`config.mk`:
```
export PLATFORM = sky130hd
export DESIGN_NAME = serial_parity_acc
export DESIGN_NICKNAME = d
export VERILOG_FILES = /design/src/rtl/serial_parity_checker_pkg.sv /design/src/rtl/serial_parity_checker_acc.sv
export SDC_FILE = /design/constraint.sdc
export NUM_CORES = 1
export LEC_CHECK = 0
export ABC_AREA = 0
export CAP_MARGIN = 0
export CORE_AREA = 5 5 42 44
export CTS_CLUSTER_DIAMETER = 40
export DETAILED_ROUTE_END_ITERATION = 8
export DIE_AREA = 0 0 47 49
export PLACE_DENSITY_LB_ADDON = 0.15
export SLEW_MARGIN = 20
export SYNTH_ARGS = -nofsm -noshare
export SYNTH_HDL_FRONTEND = slang
export SYNTH_SLANG_ARGS = --single-unit
```
`constraint.sdc`:
```
create_clock -name clk -period 1.06 [get_ports clk]
set_clock_uncertainty 0.05 [all_clocks]
set_input_delay 0.106 -clock clk [delete_from_list [all_inputs] [get_ports clk]]
set_output_delay 0.106 -clock clk [all_outputs]
set_load 0.02 [all_outputs]
```
`src/rtl/serial_parity_checker_pkg.sv`:
```
// serial_parity_pkg: shared state encoding and frame length for the serial parity blocks
package serial_parity_pkg;
  typedef enum logic [1:0] {IDLE, DATA, PAR} state_t;
  localparam int DEFAULT_DATA_W = 32;
endpackage

```
`src/rtl/serial_parity_checker_acc.sv`:
```
// serial_parity_acc: running XOR over a bit stream with a frame-length bit counter
module serial_parity_acc import serial_parity_pkg::*; #(
  parameter int N = DEFAULT_DATA_W
) (
  input  logic clk,
  input  logic rst_n,
  input  logic clr_i,
  input  logic load_i,
  input  logic step_i,
  input  logic bit_i,
  output logic acc_o,
  output logic done_o
);
  localparam int CW = $clog2(N + 1);
  logic acc_q, acc_d;
  logic [CW-1:0] cnt_q, cnt_d;
  // clear wins, a first bit restarts the count at 1, a step extends it
  always_comb begin
    acc_d  = clr_i ? 1'b0 : load_i ? bit_i : step_i ? acc_q ^ bit_i : acc_q;
    cnt_d  = clr_i ? '0 : load_i ? CW'(1) : step_i ? cnt_q + CW'(1) : cnt_q;
    done_o = step_i && !load_i && !clr_i && cnt_q == CW'(N - 1);
  end
  // parity and count registers
  always_ff @(posedge clk or negedge rst_n) begin
    if (!rst_n) begin
      acc_q <= 1'b0;
      cnt_q <= '0;
    end else begin
      acc_q <= acc_d;
      cnt_q <= cnt_d;
    end
  end
  assign acc_o = acc_q;
endmodule

```
== Word-level counts from Yosys, hierarchy flattened ==
Cells that the tools add are included.

* Output and inout port bits: 2
* Register bits: 7
* Input port bits: 6
* Bits in writable memories: 0
* Bits in latches: 0
* Logic and storage cells: 17
* Memory bits (read-only): 0
* Memories: 0

* Add/sub/neg operators: 1
* Shift operators: 0
* Eq/ne operators: 1
* Magnitude comparators: 0
* Divide/modulo/power cells: 0
* Multiplexer cells: 6
* Multipliers: 0
* Reductions and logical operators: 6
* Bitwise operators: 1

{| class="wikitable"
|+ Operators by type and width
! kind !! count
|-
| 6-bit two-way mux || 3
|-
| 6-bit by 1-bit adder with 6-bit output, second input constant || 1
|-
| 6-bit by 5-bit equality test with 1-bit output, second input constant || 1
|-
| 1-bit logical AND || 3
|-
| 1-bit two-way mux || 3
|-
| 3-bit nonzero test || 1
|-
| 1-bit logical NOT || 2
|-
| 1-bit bitwise XOR || 1
|}

== Longest topological paths before layout ==
Gate-level depths: netlist of run 1.

* Depth after elaboration: 4
* Mapped depth: 4
* Mapped depth without buffers: 4

== Worst setup path after synthesis of run 1 ==
Ideal clock, no wire load.

* Kind: reg-to-output
* From: register cnt_q[0]
* To: output done_o
* Path slack: -0.474 ns
* Stages on the path, launching flop included: 4
* Data required time: 0.904 ns
* Buffers on the path: 0
* Arrival time: 1.378 ns
* Cells stage by stage: dfrtp_1 -> ha_1 -> nand3_1 -> nor4_1

* Word-level cells in the longest chain between the ends: 2

{| class="wikitable"
|+ Ends and longest elaborated chain
! element !! line !! source
|-
| start, declared || serial_parity_checker_acc.sv:16 || <nowiki>logic [CW-1:0] cnt_q, cnt_d;</nowiki>
|-
| start signal, assigned || serial_parity_checker_acc.sv:30 || <nowiki>cnt_q <= cnt_d;</nowiki>
|-
| 6-bit by 5-bit equality test with 1-bit output || serial_parity_checker_acc.sv:21 || <nowiki>done_o = step_i && !load_i && !clr_i && cnt_q == CW'(N - 1);</nowiki>
|-
| 1-bit logical AND || serial_parity_checker_acc.sv:21 ||
|-
| end, declared || serial_parity_checker_acc.sv:12 || <nowiki>output logic done_o</nowiki>
|}

Every way passes these cells.

== Final worst setup path of run 1 ==
Same ends and word-level chain as after synthesis.

==> impl_results.md, run 1 <==
- Final TNS setup: -0.979 ns
- Crit end category: output port
- Reg2Reg Setup Slack: -0.20 ns
- Most frequent cells in the layout: 11 x buf_4, 7 x dfrtp_1, 6 x nor2_1
- Hold buffers post-CTS: 0
- Area Growth Syn to Fin: 70.4%
- Tot GR Track Use: around 9.8%
- Slew Limit Fails: 0
- Gpl congestion: about 0.77
- Period minus WS final: ~1.4 ns
- Finish-stage setup viols: 6
- Final Cycle Share: 128%
- R2R Path Start: cnt_q[0]$_DFFE_PN0P_
- Fin. Hold Viols: 0
- Global route overflow: 0
- Antenna violations before repair: 0
- Ant diodes: 0
- Detailed-route vias per instance: roughly 4.6
- Crit path max fanout: 2
- FP Rows: 14
- First-pass GRT wire length: approximately 1600 um
- RSZ-0062 raised after global routing: yes
- Fin nets: 68
- Pin count of the biggest net entering global routing: 8
- Sequential fraction of the synthesis area: a little under half
- CP Launch Type: register
- Clock root cell: clkbuf_4
- Capturing point of the worst reg2reg path: cnt_q[4]$_DFFE_PN0P_
- Worst skew pair latency: around 0.25 ns
- Commonest non-fill, non-tap cell in the layout: buf_4
- TritonCTS buffer count: 3
- Routed WL: between 900 and 1000 um
- WL per Instance: 12.5 um
- Core Area: between 1000 and 1500 um^2
- Fmax: between 700 and 800 MHz
- Ys Warns: 0
- Setup slack after layout: -0.294 ns
- Chip Height: between 40 and 50 um
- HPWL after DPL: a little over 700 um
- Leakage power: around 0.29 nW
- MaxCap Viol Count: 0
- Final cell count without fillers: 76
- Starting Density: 26.3%
- Mapped Area: 368 um^2
- I/O pin total: 8
- Via Count: between 300 and 400
- Data arrival time of the worst path: 1.20 ns
- CTS H-tree lvls: 1
- Placed Cells: around 70
- Share of layout cells above drive strength 1: between 40% and 50%
- Worst min-delay path class: in2async
- DRC Markers: 0
- Area of the die: 2300 um^2
- DRT Pass-1 Iters: 2
- WS Path Type: reg2out
- Violated checks: negative setup slack
- Worst vdd rail ir drop: 397 uV
- Headroom to the max-slew limit: between 70% and 80%
- Worst r2r path cells: 6
- Max Buffers Root-to-Sink: 2
- Synth unique cells: 18
- Power density cells: roughly 1000 nW/um^2
- Post-synthesis net count: between 40 and 50
- Critical Path RT: 0.90 ns
- CTS tree: done
- Post-Syn Instances: 36
- Remaining antenna violation count after routing: 0
- Critical Path Start: cnt_q[0]$_DFFE_PN0P_
- Tightest Pin Transition: 0.369 ns
- PortBufs: 7
- Initial DRC Count: 2
- CP Capture Point: done_o
- CTS sink cnt: 7
- Die X: 47 um
- Outcome: finished, violations left
- Yosys reg bits: 7
- Mean Syn Cell Area: 10.2 um^2
- Vias in the first global route: between 300 and 400
- Clk slew on worst S/H paths: roughly 0.060 ns
-- critical path, stage by stage, from the launching register on --
cell and delay [ns]:
dfrtp_1 0.36, ha_2 0.19, nand3_2 0.08, nor4_4 0.14, buf_4 0.18
-- report_power, final --
group | switching (mW) | internal (mW)
clock | 0.105 | 0.144
combinational | 0.0491 | 0.0608
sequential | 0.00417 | 0.275
total | 0.159 | 0.479
-- layout make-up --
cell class | instances | area [um^2]
clock buffers | 4 | 26.3
flip-flops and latches | 7 | 175
repair buffers | 22 | 193
fillers | 140 | 774
multi-input cells | 27 | 213
well taps | 16 | 20.0
-- flip-flops by register name, summed over array words and instances (netlist names) --
| signal | count |
|---|---|
| acc_o | 1 |
| cnt_q | 6 |
-- what timing repair did --
action,4_1_cts,5_1_grt
pin swaps,5,3
resized for setup,18,2
setup buffers,3,0
setup endpoints to repair,6,7
-- cells by family after synthesis --
kind of cell / count (synthesis) / share of synthesized area, %
xor gates and xnor gates: 4 / 9.52
buffers and inverters: 2 / 4.42
adders and majority gates: 1 / 3.40
and+or+nand+nor: 17 / 26.9
muxes: 1 / 2.72
DFF: 7 / 47.6
AOI/OAI and AO/OA: 4 / 5.44
-- per-stage QoR --
step | total power [mW] | worst slack, ns | hold slack, ns | cell area (um^2) | util (%)
after global placement | 0.376 | -0.802 | 0.344 | 554 | 39.6
after global routing | 0.683 | -0.371 | 0.0989 | 627 | 44.7
final | 0.638 | -0.294 | 0.0819 | 627 | 44.7
after CTS | 0.651 | -0.313 | 0.0940 | 628 | 44.8
after detailed placement | 0.380 | -0.816 | 0.367 | 554 | 39.6
after floorplan | 0.323 | -0.0574 | -0.240 | 390 | -
-- synthesized netlist by cell type (all sizes together) --
| library cell | n | share of area, % |
|---|---|---|
| nor2b | 1 | 1.7 |
| nand2 | 3 | 3.1 |
| o21ai | 2 | 2.7 |
| mux2i | 1 | 2.7 |
| nor2 | 6 | 6.1 |
| or3 | 1 | 1.7 |
| nand4 | 2 | 7.5 |
| buf | 2 | 4.4 |
| or2 | 1 | 1.7 |
| ha | 1 | 3.4 |
| nor4 | 1 | 1.7 |
| xor2 | 4 | 9.5 |
| nand3b | 1 | 2.0 |
| nand3 | 1 | 1.4 |
| a21oi | 2 | 2.7 |
| dfrtp | 7 | 48 |
-- layer usage --
layer	track usage, %	up-vias	wire, um
met1	10.5	172	386
met4	5.07	0	0
met3	3.69	0	51
met2	15.8	8	512
li1	-	172	-
met5	0	-	0
-- worst min-delay path by stage --
stage           from                    to  slack (ns)  depth (start not counted)
2_1_floorplan  rst_n     acc_o$_DFFE_PN0P_       -0.24                          0
3_3_place_gp   rst_n  cnt_q[2]$_DFFE_PN0P_        0.34                          1
3_5_place_dp   rst_n  cnt_q[2]$_DFFE_PN0P_        0.37                          1
4_1_cts        rst_n  cnt_q[2]$_DFFE_PN0P_        0.09                          1
5_1_grt        rst_n  cnt_q[2]$_DFFE_PN0P_         0.1                          1
6_report       rst_n  cnt_q[2]$_DFFE_PN0P_        0.08                          1
Note: power is estimated with default switching activity, not from simulation.
==> run 2, diff against run 1 <==
--- a/config.mk
+++ b/config.mk
@@ -8,6 +8,7 @@
 export ABC_AREA = 0
 export CAP_MARGIN = 0
 export CORE_AREA = 5 5 42 44
+export CTS_BUF_LIST = sky130_fd_sc_hd__clkbuf_4
 export CTS_CLUSTER_DIAMETER = 40
 export DETAILED_ROUTE_END_ITERATION = 8
 export DIE_AREA = 0 0 47 49
==> run 2 against run 1 <==
  * Critical path depth is the same
  * Sequential cell count is the same
  * Global-route usage shrank 0.21 points
  * Critical endpoint unchanged
  * The flow still finishes with violations (negative setup slack)
==> impl_results.md, run 2 (synthesis results as in run 1) <==
- Detailed-route vias per instance: 4.57 (-1.4%)
- Max FFs per register: 6 (unchanged)
- Die X: 47 um (unchanged)
- Final cell count without fillers: 76 (unchanged)
- Violated checks: negative setup slack
- Starting Density: 26.3% (unchanged)
- Switching Share: 24.1% (-0.77 points)
- Worst skew pair latency: 0.25 ns (about the same)
- First-pass GRT wire length: 1580 um (-1.3%)
- Share of layout cells above drive strength 1: 46.7% (+1.7 points)
- Commonest non-fill, non-tap cell in the layout: buf_4
- Tot GR Track Use: 9.56% (-0.21 points)
- CTS tree: done
- Global route overflow: 0 (unchanged)
- Outcome: finished, violations left
- Worst hold slack: 0.0784 ns (-0.00357 ns)
- Total power: 0.665 mW (+4.3%)
- Seq pwr share: 41.9% (-1.8 points)
- Internal: 0.505 mW (+5.3%)
- Hold buffers post-CTS: 0 (unchanged)
- Placed Cells: 69 (unchanged)
- Max Buffers Root-to-Sink: 2 (unchanged)
- Area Growth Syn to Fin: 71.4%
- Combinational power share: 16.4% (-0.8 points)
- Power density cells: 1050 nW/um^2 (+3.6%)
- Initial DRC Count: 2 (unchanged)
- NetSw: 0.160 mW (+1.0%)
- PortBufs: 7 (unchanged)
- Antenna violations before repair: 0 (unchanged)
- Remaining antenna violation count after routing: 0 (unchanged)
- Worst vdd rail ir drop: 409 uV (+3.2%)
- Leakage power: 0.292 nW (+1.2%)
- Finish-stage setup viols: 6 (unchanged)
- Gpl congestion: 0.765 (unchanged)
- Clk slew on worst S/H paths: 0.06 ns (about the same)
- Core Area: 1400 um^2 (unchanged)
- Worst slack at placement: -0.816 ns (unchanged)
- Clock root cell: clkbuf_4
- HPWL after DPL: 725 um (unchanged)
- Worst min-delay path class: in2async
- RSZ-0062 raised after global routing: yes
- DRT Pass-1 Iters: 2 (unchanged)
- DP Area: 554 um^2 (unchanged)
- Headroom to the max-slew limit: 75.5% (+0.15 points)
- CTS H-tree lvls: 1 (unchanged)
- Setup slack after layout: -0.292 ns (+0.00177 ns)
- Data arrival time of the worst path: 1.20 ns (about the same)
- Routed WL: 936 um (-1.5%)
- WL per Instance: 12.3 um (-1.5%)
- Vias in the first global route: 392 (-0.76%)
- Fill cells: 140 (unchanged)
- CP Launch Type: register
- Slew Limit Fails: 0 (unchanged)
- Fin nets: 68 (unchanged)
- MaxCap Viol Count: 0 (unchanged)
- Chip Height: 49 um (unchanged)
- DRC Markers: 0 (unchanged)
- FP Rows: 14 (unchanged)
- Top reg by flops: cnt_q
- Area of the die: 2300 um^2 (unchanged)
- Final Cycle Share: 128% (-0.17 points)
- Most frequent cells in the layout: 11 x buf_4, 7 x dfrtp_1, 6 x nor2_1
- CTS sink cnt: 7 (unchanged)
- Crit path max fanout: 2 (unchanged)
- Ant diodes: 0 (unchanged)
- I/O pin total: 8 (unchanged)
- TritonCTS buffer count: 3 (unchanged)
- Crit end category: output port
- Clock power share: 41.7% (+2.6 points)
- Via Count: 347 (-1.4%)
- Pin count of the biggest net entering global routing: 8 (unchanged)
- Fin. Hold Viols: 0 (unchanged)
- Design area: 631 um^2 (+0.60%)
- WS Path Type: reg2out
- Fmax: 740 MHz (+0.13%)
- Critical Path RT: 0.90 ns (about the same)
- Period minus WS final: 1.35 ns (-0.00178 ns)
- Tightest Pin Transition: 0.366 ns (-0.00232 ns)
[run 2: layout make-up]
cell class,count,area [um^2],area share [%]
tap,16,20.0,3.17
clock buffer,4,30.0,4.76
timing repair buffer,22,193,30.6
sequential,7,175,27.8
multi-input combinational,27,213,33.7
[run 2: timing repair]
item | in CTS | in global routing
setup endpoints to repair | 6 | 7
pin swaps | 5 | 3
setup buffers | 3 | 0
resized for setup | 18 | 2
hold endpoints to repair | 0 | 0
[run 2: layer usage]
layer | global-route usage [%] | vias to the layer above | routed length [um]
met5 | 0 | - | 0
met1 | 10.5 | 169 | 391
li1 | - | 172 | -
met3 | 3.69 | 0 | 50
met4 | 5.07 | 0 | 0
met2 | 15.2 | 6 | 495
[run 2: stage by stage]
stage / util (%) / setup TNS (ns)
finish: 45.0 / -0.972
global route: 45.0 / -1.29
CTS: 45.1 / -0.970
detailed placement: 39.6 / -2.58
global placement: 39.6 / -2.50
floorplan: - / -0.0574
[run 2: worst max-delay path, cell delays in order (launching register included)]
cell	delay [ns]
dfrtp_1	0.36
ha_2	0.19
nand3_2	0.08
nor4_4	0.13
buf_4	0.18
[run 2: final timing paths]
| path | start | end | slack [ns] | cells past startpoint |
|---|---|---|---|---|
| hold / removal | rst_n | cnt_q[2]$_DFFE_PN0P_ | 0.08 | 1 |
| min in group clk | bit_i | acc_o$_DFFE_PN0P_ | 0.40 | 3 |
| setup / recovery | cnt_q[0]$_DFFE_PN0P_ | done_o | -0.29 | 4 |
| max in group asynchronous | rst_n | cnt_q[3]$_DFFE_PN0P_ | 0.61 | 1 |
| setup reg to reg | cnt_q[1]$_DFFE_PN0P_ | cnt_q[4]$_DFFE_PN0P_ | -0.21 | 6 |
| hold reg to reg | cnt_q[4]$_DFFE_PN0P_ | cnt_q[4]$_DFFE_PN0P_ | 0.56 | 3 |
[run 2: power by group through the flow]
stage	clock, mW	sequential, mW	combinational (mW)
6_report	0.277	0.279	0.109
5_1_grt	0.314	0.279	0.118
4_1_cts	0.289	0.279	0.111
3_5_place_dp	0	0.284	0.0969
3_3_place_gp	0	0.283	0.0933
2_1_floorplan	0	0.290	0.0332
==> run 3, diff against run 2 <==
--- a/config.mk
+++ b/config.mk
@@ -7,11 +7,11 @@
 export LEC_CHECK = 0
 export ABC_AREA = 0
 export CAP_MARGIN = 0
-export CORE_AREA = 5 5 42 44
+export CORE_AREA = 2 2 39 41
 export CTS_BUF_LIST = sky130_fd_sc_hd__clkbuf_4
 export CTS_CLUSTER_DIAMETER = 40
 export DETAILED_ROUTE_END_ITERATION = 8
-export DIE_AREA = 0 0 47 49
+export DIE_AREA = 0 0 41 43
 export PLACE_DENSITY_LB_ADDON = 0.15
 export SLEW_MARGIN = 20
 export SYNTH_ARGS = -nofsm -noshare
==> run 3 against run 2 <==
  * Highest routed layer is now met4
  * Largest cell class unchanged
  * Hold slack worse by 0.0072 ns
  * Critical path depth unchanged
  * Register-to-register slack better by 0.03 ns
  * Clock-buffer cell count unchanged
  * Die area down 23%
  * Critical endpoint unchanged
  * Non-clock buffer count down 4
  * Sequential cell count unchanged
  * The flow still finishes with violations (negative setup slack)
  * Fmax up 2.4%
==> impl_results.md, run 3 (synthesis results as in run 1) <==
- Critical path cell sequence: ha_2, nand3_2, nor4_4, buf_4
- Via Count: 327 (-5.8%)
- FP Rows: 14 (unchanged)
- TritonCTS buffer count: 3 (unchanged)
- WL per Instance: 12.1 um (-2.1%)
- Capturing point of the worst reg2reg path: cnt_q[5]$_DFFE_PN0P_
- Fmax: 757 MHz (+2.4%)
- Seq pwr share: 43.2% (+1.3 points)
- Switching Share: 23.8% (-0.23 points)
- Tot GR Track Use: 14.3% (+4.7 points)
- CTS sink cnt: 7 (unchanged)
- Die X: 41 um (-13%)
- Core Area: 1380 um^2 (-1.2%)
- Routed WL: 868 um (-7.3%)
- Gpl congestion: 0.689 (-10%)
- Setup slack after layout: -0.260 ns (+0.0318 ns)
- Initial DRC Count: 1 (-1)
- Reg2Reg Setup Slack: -0.18 ns (+0.03 ns)
- Clk slew on worst S/H paths: 0.05 ns (about the same)
- Top Metal Used: met4
- Headroom to the max-slew limit: 76.4% (+0.86 points)
- CP top delay family: flip-flops
- CTS tree: done
- CTS H-tree lvls: 1 (unchanged)
- DRC Markers: 0 (unchanged)
- NetSw: 0.154 mW (-4.0%)
- Combinational power share: 14.0% (-2.4 points)
- First-pass GRT wire length: 1600 um (+1.3%)
- MaxCap Viol Count: 0 (unchanged)
- Most frequent cells in the layout: 10 x buf_4, 7 x dfrtp_1, 6 x nor2_1
- Pin count of the biggest net entering global routing: 8 (unchanged)
- Detailed-route vias per instance: 4.54 (-0.53%)
- Hold buffers post-CTS: 0 (unchanged)
- Chip Height: 43 um (-12%)
- Vias in the first global route: 367 (-6.4%)
- Worst r2r path cells: 5 (-1)
- Data arrival time of the worst path: 1.16 ns (-0.04 ns)
- PortBufs: 7 (unchanged)
- Met2 routed WL: 458 um (-7.5%)
- Worst hold slack: 0.0712 ns (-0.00716 ns)
- Violated checks: negative setup slack
- Area Growth Syn to Fin: 57.5%
- Worst path max stage delay: 0.34 ns (-0.02 ns)
- Internal: 0.491 mW (-2.8%)
- Share of layout cells above drive strength 1: 41.1% (-5.6 points)
- I/O pin total: 8 (unchanged)
- Worst min-delay path class: in2async
- Clock root cell: clkbuf_4
- Clock power share: 42.9% (+1.2 points)
- R2R Path Start: cnt_q[1]$_DFFE_PN0P_
- Worst vdd rail ir drop: 713 uV (+74%)
- Max FFs per register: 6 (unchanged)
- Finish-stage setup viols: 5 (-1)
- Fin nets: 64 (-5.9%)
- Final TNS setup: -0.698 ns (+0.273 ns)
- Placed Cells: 67 (-2.9%)
- Global route overflow: 0 (unchanged)
- Commonest non-fill, non-tap cell in the layout: buf_4
- Remaining antenna violation count after routing: 0 (unchanged)
- RSZ-0062 raised after global routing: yes
- Worst skew pair latency: 0.25 ns (about the same)
- Final cell count without fillers: 72 (-5.3%)
- Critical Path RT: 0.90 ns (about the same)
- Crit path max fanout: 2 (unchanged)
- Leakage power: 0.261 nW (-11%)
- HPWL after DPL: 688 um (-5.0%)
- Fin. Hold Viols: 0 (unchanged)
- WL met3: 34 um (-32%)
- Final Cycle Share: 125% (-3.0 points)
- WS Path Type: reg2out
- Starting Density: 26.6% (+0.33 points)
- Critical path's slowest cell: dfrtp_1
- Outcome: finished, violations left
- Max Buffers Root-to-Sink: 2 (unchanged)
- Top reg by flops: cnt_q
- DRT Pass-1 Iters: 2 (unchanged)
- Area of the die: 1760 um^2 (-23%)
- Worst path bufs/invs: 1 (unchanged)
- Tightest Pin Transition: 0.353 ns (-0.0129 ns)
- CP Launch Type: register
- Ant diodes: 0 (unchanged)
- Crit end category: output port
- Period minus WS final: 1.32 ns (-0.0318 ns)
- Power density cells: 1110 nW/um^2 (+5.5%)
- Met1 Wirelength: 354 um (-9.5%)
- Slew Limit Fails: 0 (unchanged)
- Worst slack at placement: -0.832 ns (-0.0167 ns)
- Antenna violations before repair: 0 (unchanged)
[run 3: worst max path at each step]
| stage | slack [ns] | cells past startpoint | from | to |
|---|---|---|---|---|
| floorplan | -0.06 | 3 | cnt_q[0]$_DFFE_PN0P_ | done_o |
| global placement | -0.83 | 4 | clr_i | done_o |
| detailed placement | -0.83 | 4 | clr_i | done_o |
| CTS | -0.28 | 4 | cnt_q[0]$_DFFE_PN0P_ | done_o |
| global route | -0.33 | 4 | cnt_q[0]$_DFFE_PN0P_ | done_o |
| finish | -0.26 | 4 | cnt_q[1]$_DFFE_PN0P_ | done_o |
[run 3: timing repair]
action	in CTS	in global routing
resized for setup	14	1
buffers inserted	1	0
pin swaps	4	0
endpoints found under the setup margin	6	7
[run 3: worst reg2reg max path: cells and delay by family (launching register included)]
family	cells	cell delay, ns
flip-flops	1	0.34
AO/OA/AOI/OAI	1	0.15
AND/OR/NAND/NOR	2	0.41
buffers and inverters	2	0.20
[run 3: through the flow]
step / instance area (um^2) / utilization, % / power (mW)
finish: 579 / 41.9 / 0.645
global route: 579 / 41.9 / 0.685
CTS: 586 / 42.3 / 0.656
detailed placement: 539 / 39.0 / 0.375
global placement: 539 / 39.0 / 0.370
floorplan: 390 / - / 0.323
[run 3: layout make-up]
cell class                      count  area, um^2
Clock buffer                        4        30.0
Timing Repair Buffer               18         150
Tap cell                           16        20.0
Multi-Input combinational cell     27         204
Fill cell                         139         805
Sequential cell                     7         175
[run 3: power by group through the flow]
stage	Combinational [mW]	Clock, mW	Sequential (mW)
after global routing	0.0998	0.307	0.279
after floorplan	0.0332	0	0.290
final	0.0899	0.276	0.278
after detailed placement	0.0915	0	0.283
after CTS	0.0934	0.284	0.278
after global placement	0.0873	0	0.283
[run 3: layer usage]
metal / GRT usage (%) / up-vias
met5: 0 / -
met4: 8.00 / 0
met3: 4.71 / 2
met2: 22.2 / 9
met1: 16.1 / 150
li1: - / 166
